## src/rtl/cmd_dispatch.sv

```systemverilog
// cmd_dispatch: command FIFO that issues sprite commands one per cycle and
// holds flush commands until vertical blanking, at most one flush per frame.
module cmd_dispatch #(
   parameter int         DEPTH        = 16,
   parameter logic [9:0] VBLANK_START = 10'd480
) (
   input  logic                     clk,
   input  logic                     reset,
   input  logic                     chipselect,
   input  logic                     write,
   input  logic [31:0]              writedata,
   input  logic [9:0]               vcount,
   output logic [31:0]              cmd_out,
   output logic [$clog2(DEPTH):0]   fifo_count,
   output logic                     overflow,
   output logic [7:0]               flush_count
);
   localparam int AW = $clog2(DEPTH);
   localparam logic [1:0] RUN        = 2'd0;
   localparam logic [1:0] WAIT_VB    = 2'd1;
   localparam logic [1:0] POST_FLUSH = 2'd2;
   logic [31:0] r_mem [DEPTH];
   logic [AW-1:0] r_rd, r_wr;
   logic [AW:0] r_count;
   logic [1:0] r_state, w_next;
   logic [31:0] r_cmd, w_head;
   logic r_ovf, w_full, w_empty, w_hflush, w_vb, w_wr, w_push, w_pop;
   logic [7:0] r_flush;
   // DEPTH is a power of two, so the count MSB alone marks a full FIFO
   assign w_full   = r_count[AW];
   assign w_empty  = r_count == '0;
   assign w_head   = r_mem[r_rd];
   assign w_hflush = w_head[20:17] == 4'hF;
   assign w_vb     = vcount >= VBLANK_START;
   assign w_wr     = chipselect & write;
   assign w_push   = w_wr & ~w_full;
   always_comb begin
      w_pop  = (r_state == WAIT_VB) ? (w_vb & ~w_empty) : (~w_empty & ~w_hflush);
      w_next = (r_state == RUN)     ? ((~w_empty & w_hflush) ? WAIT_VB : RUN) :
               (r_state == WAIT_VB) ? (w_pop ? POST_FLUSH : WAIT_VB) :
               (w_vb ? POST_FLUSH : RUN);
   end
   always_ff @(posedge clk)
      if (w_push) r_mem[r_wr] <= writedata;
   always_ff @(posedge clk) begin
      if (reset) begin
         r_rd    <= '0;
         r_wr    <= '0;
         r_count <= '0;
         r_state <= RUN;
         r_cmd   <= '0;
         r_ovf   <= 1'b0;
         r_flush <= '0;
      end else begin
         if (w_push) r_wr <= r_wr + AW'(1);
         if (w_pop) r_rd <= r_rd + AW'(1);
         r_count <= r_count + (AW+1)'(w_push) - (AW+1)'(w_pop);
         r_state <= w_next;
         r_cmd   <= w_pop ? w_head : 32'h0;
         if (w_wr & w_full) r_ovf <= 1'b1;
         if (r_state == WAIT_VB && w_pop) r_flush <= r_flush + 8'd1;
      end
   end
   assign cmd_out     = r_cmd;
   assign fifo_count  = r_count;
   assign overflow    = r_ovf;
   assign flush_count = r_flush;
endmodule

```

## config.mk

```make
export PLATFORM = sky130hd
export DESIGN_NAME = cmd_dispatch
export DESIGN_NICKNAME = d
export VERILOG_FILES = /design/src/rtl/cmd_dispatch.sv
export SDC_FILE = /design/constraint.sdc
export NUM_CORES = 1
export LEC_CHECK = 0
export CAP_MARGIN = 0
export CORE_ASPECT_RATIO = 1.5
export CORE_MARGIN = 3
export CORE_UTILIZATION = 50
export CTS_CLUSTER_SIZE = 16
export DETAILED_ROUTE_END_ITERATION = 12
export MAX_ROUTING_LAYER = met4
export PLACE_DENSITY = 0.69
export SYNTH_ARGS = -nofsm -noshare
export SYNTH_HDL_FRONTEND = slang
export SYNTH_SLANG_ARGS = --single-unit
export TNS_END_PERCENT = 30
```

## constraint.sdc

```tcl
create_clock -name clk -period 7.9 [get_ports clk]
set_clock_uncertainty 0.2 [all_clocks]
set_input_delay 1.58 -clock clk [delete_from_list [all_inputs] [get_ports clk]]
set_output_delay 1.58 -clock clk [all_outputs]
set_load 0.005 [all_outputs]
```

==> metrics.txt <==
Die Wd=175 um; routed vias/inst=5.92; worst endpoint data arrival time=4.96 ns; Std-Cell Rows=92; DR vias=10.0k; Gate Count Post-Synth=973; Max Fanout on Critical Path=25; # setup viols final=0; Crit path required time=8.18 ns; boundary pin count=92; first-pass GRT wire length=64800 um; crit-path max cell delay=1.06 ns; Netlist cell types=38; worst slew pin tran=1.10 ns; M3 GR Usage=0.0316; Setup TNS=0 ns; crit path launch type=flop; Max VDD drop=0.160 mV; GRT Residual Overflow=0; Initial Util=0.509; fraction of layout cells with a size suffix above 1=0.245; Finished Cell Area=24800 sq um; met2 usage=0.323; Layout area overhead=15.5%; Detailed Routing Iterations Pass 1=5; Most used DFF post-synth=edfxtp_1; Setup Buffers After CTS=0; Comb power frac=0.188; Final HPWL DP=22200 um; footprint of the multi-input gates=4800 sq um; Seq/Total Area, Yosys=0.771; synth top area cells=edfxtp_1, mux4_2, dfxtp_1; Routed Antenna Nets=0; Slew Limit Fails=0; Post-synth ARST share=0; Max Clk Rate=214 MHz; CTS buffer count=51; worst hold path type=flop to flop; worst hold start=overflow$_SDFFE_PP0P_; Syn Nets=1032; CP max-delay cell=dfxtp_2; Tmin final=4.68 ns; # resized after CTS=0; GPL Wtd Cong=0.746; fillers=3021; worst-path cell chain=buf_4 > mux4_2 > nand3_1 > and3_4 > nor4_1 > a21oi_1 > ha_1 > inv_1 > ha_1 > inv_1 > fa_1 > inv_1 > a21oi_1 > nor2_1 > or3_1 > a21oi_1; leading cell type in the layout, fill and taps excluded=edfxtp_1; Syn. warnings=0; Cell Area, Synth=21500 sq um; DRC=0; Avg WL per Cell=25.3 um; Critical Path Sink Type=flop; EDFF count, synth=512; sequential share of power=0.484; Die Height=260 um; Sw Ratio=0.240; CTS Hold Bufs=0; NumNets Final=1148; area occupied by registers=16600 sq um; initial antenna violation count=3; Port Buffers=86; Psw=0.00176 W; class of the most critical setup path=flop to flop; Worst-Skew Late Latency=0.57 ns; clk buf depth=3; Die ar.=45600 sq um; Root Buffer=clkbuf_16; DR iter-0 viols=931; Avg Cell Area, Syn=22.1 sq um; H-Tree Depth=2; vias in the first global route=10.5k; RSZ-0062 raised after global routing=no; Synth area leader=edfxtp_1; Slew headroom=0.268; share of the synthesized area in the top cell type=0.715; PD cells=296 nW/um^2; Internal Pwr Total=0.00558 W; max_cap viols=0; Synth Register Bits=572; CTS tree=done; GR peak layer=met2; Static Leak=7.65 nW; status=finished clean; Final Cycle Share=0.592; WL final=43000 um; sinks on the clock net=572; count of final hold-check violations=0; largest net degree at the start of global routing=71; clock-pin slew on the worst setup and hold paths=0.07 ns; Total Routing Usage GR=0.198; core footprint=42200 sq um; commonest non-fill, non-tap cells in the layout=edfxtp_1, mux4_2, clkdlybuf4s50_1, dfxtp_1, clkbuf_16; GR Util met1=0.254; DP Area=23200 sq um; clock power share=0.328
==> cells by family (layout without fill, tap and decap cells) <==
family	after synthesis	after routing	share of synthesized area
flops	572	572	0.771
mux	158	158	0.164
simple gates	131	131	0.0310
buf+inv	60	219	0.0117
compound gates	27	27	0.00879
fa+ha+maj	13	13	0.00792
xor+xnor	12	12	0.00489
other cells	0	2	0
==> worst max-delay path, delay by kind of cell (launching register included) <==
family          cells  cell delay [ns]
simple gates        5             1.13
flops               1             1.06
buf+inv             4             0.74
fa+ha+maj           3             0.68
compound gates      3             0.46
mux                 1             0.30
==> state kept, by name, indices dropped and copies added (netlist names), named ones only <==
| signal | cells |
|---|---|
| cmd_out | 32 |
| fifo_count | 5 |
| flush_count | 8 |
| overflow | 1 |
| r_mem | 512 |
| r_rd | 4 |
| r_state | 2 |
| r_wr | 4 |
==> per-stage QoR <==
step	utilization	hold WS (ns)	setup WS [ns]	power, W	instances
CTS	0.587	0.289	3.18	0.00744	1696
global route	0.588	0.315	2.81	0.00765	1698
floorplan	-	0.250	2.85	0.00455	973
detailed placement	0.549	0.273	3.11	0.00503	1600
global placement	0.549	0.254	3.17	0.00500	1600
finish	0.588	0.282	3.22	0.00734	1698
==> final cells by class <==
type | instances | area share
Timing Repair Buffer | 110 | 0.0419
Clock buffer | 72 | 0.0575
Tap cell | 564 | 0.0284
Inverter | 13 | 0.00197
Multi-Input combinational cell | 341 | 0.193
Clock inverter | 24 | 0.00867
Sequential cell | 572 | 0.668
Antenna cell | 2 | 0.000202
==> power by group through the flow <==
stage | Clock, W | Combinational [W] | Sequential [W]
final | 0.00241 | 0.00138 | 0.00355
after floorplan | 0 | 0.00102 | 0.00353
after global placement | 0 | 0.00138 | 0.00362
after CTS | 0.00247 | 0.00141 | 0.00356
after detailed placement | 0 | 0.00140 | 0.00362
after global routing | 0.00257 | 0.00151 | 0.00357
==> cell usage after synthesis, types with 2 or more instances <==
| cell type | instances |
|---|---|
| edfxtp_1 | 512 |
| mux4_2 | 156 |
| dfxtp_1 | 60 |
| nor2_1 | 38 |
| nor2b_1 | 32 |
| clkbuf_1 | 21 |
| nand2_1 | 20 |
| buf_1 | 14 |
| inv_1 | 13 |
| ha_1 | 12 |
| buf_2 | 9 |
| xor2_1 | 9 |
| nor3_1 | 8 |
| a21oi_1 | 7 |
| nand3_1 | 7 |
| nand4_1 | 6 |
| a22oi_1 | 4 |
| and3_1 | 4 |
| nand2b_1 | 4 |
| o21ai_0 | 4 |
| o311ai_1 | 4 |
| or3_1 | 4 |
| a31oi_1 | 3 |
| nor4_1 | 3 |
| xnor2_1 | 3 |
| buf_4 | 2 |
| mux2i_1 | 2 |
| or4_1 | 2 |
==> per-layer routing <==
metal	share of wire	vias up
li1	-	4264
met3	0.068	84
met2	0.51	366
met5	0	-
met1	0.38	5330
met4	0.038	0
==> worst paths after layout <==
path	end	slack (ns)	cells after the start
worst min register to register	overflow$_SDFFE_PP0P_	0.28	2
worst max-delay path	fifo_count[4]$_SDFF_PP0_	3.22	16
worst max register to register	fifo_count[4]$_SDFF_PP0_	3.22	16
worst min-delay path	overflow$_SDFFE_PP0P_	0.28	2
No activity file was read; power rests on OpenSTA's default activity.
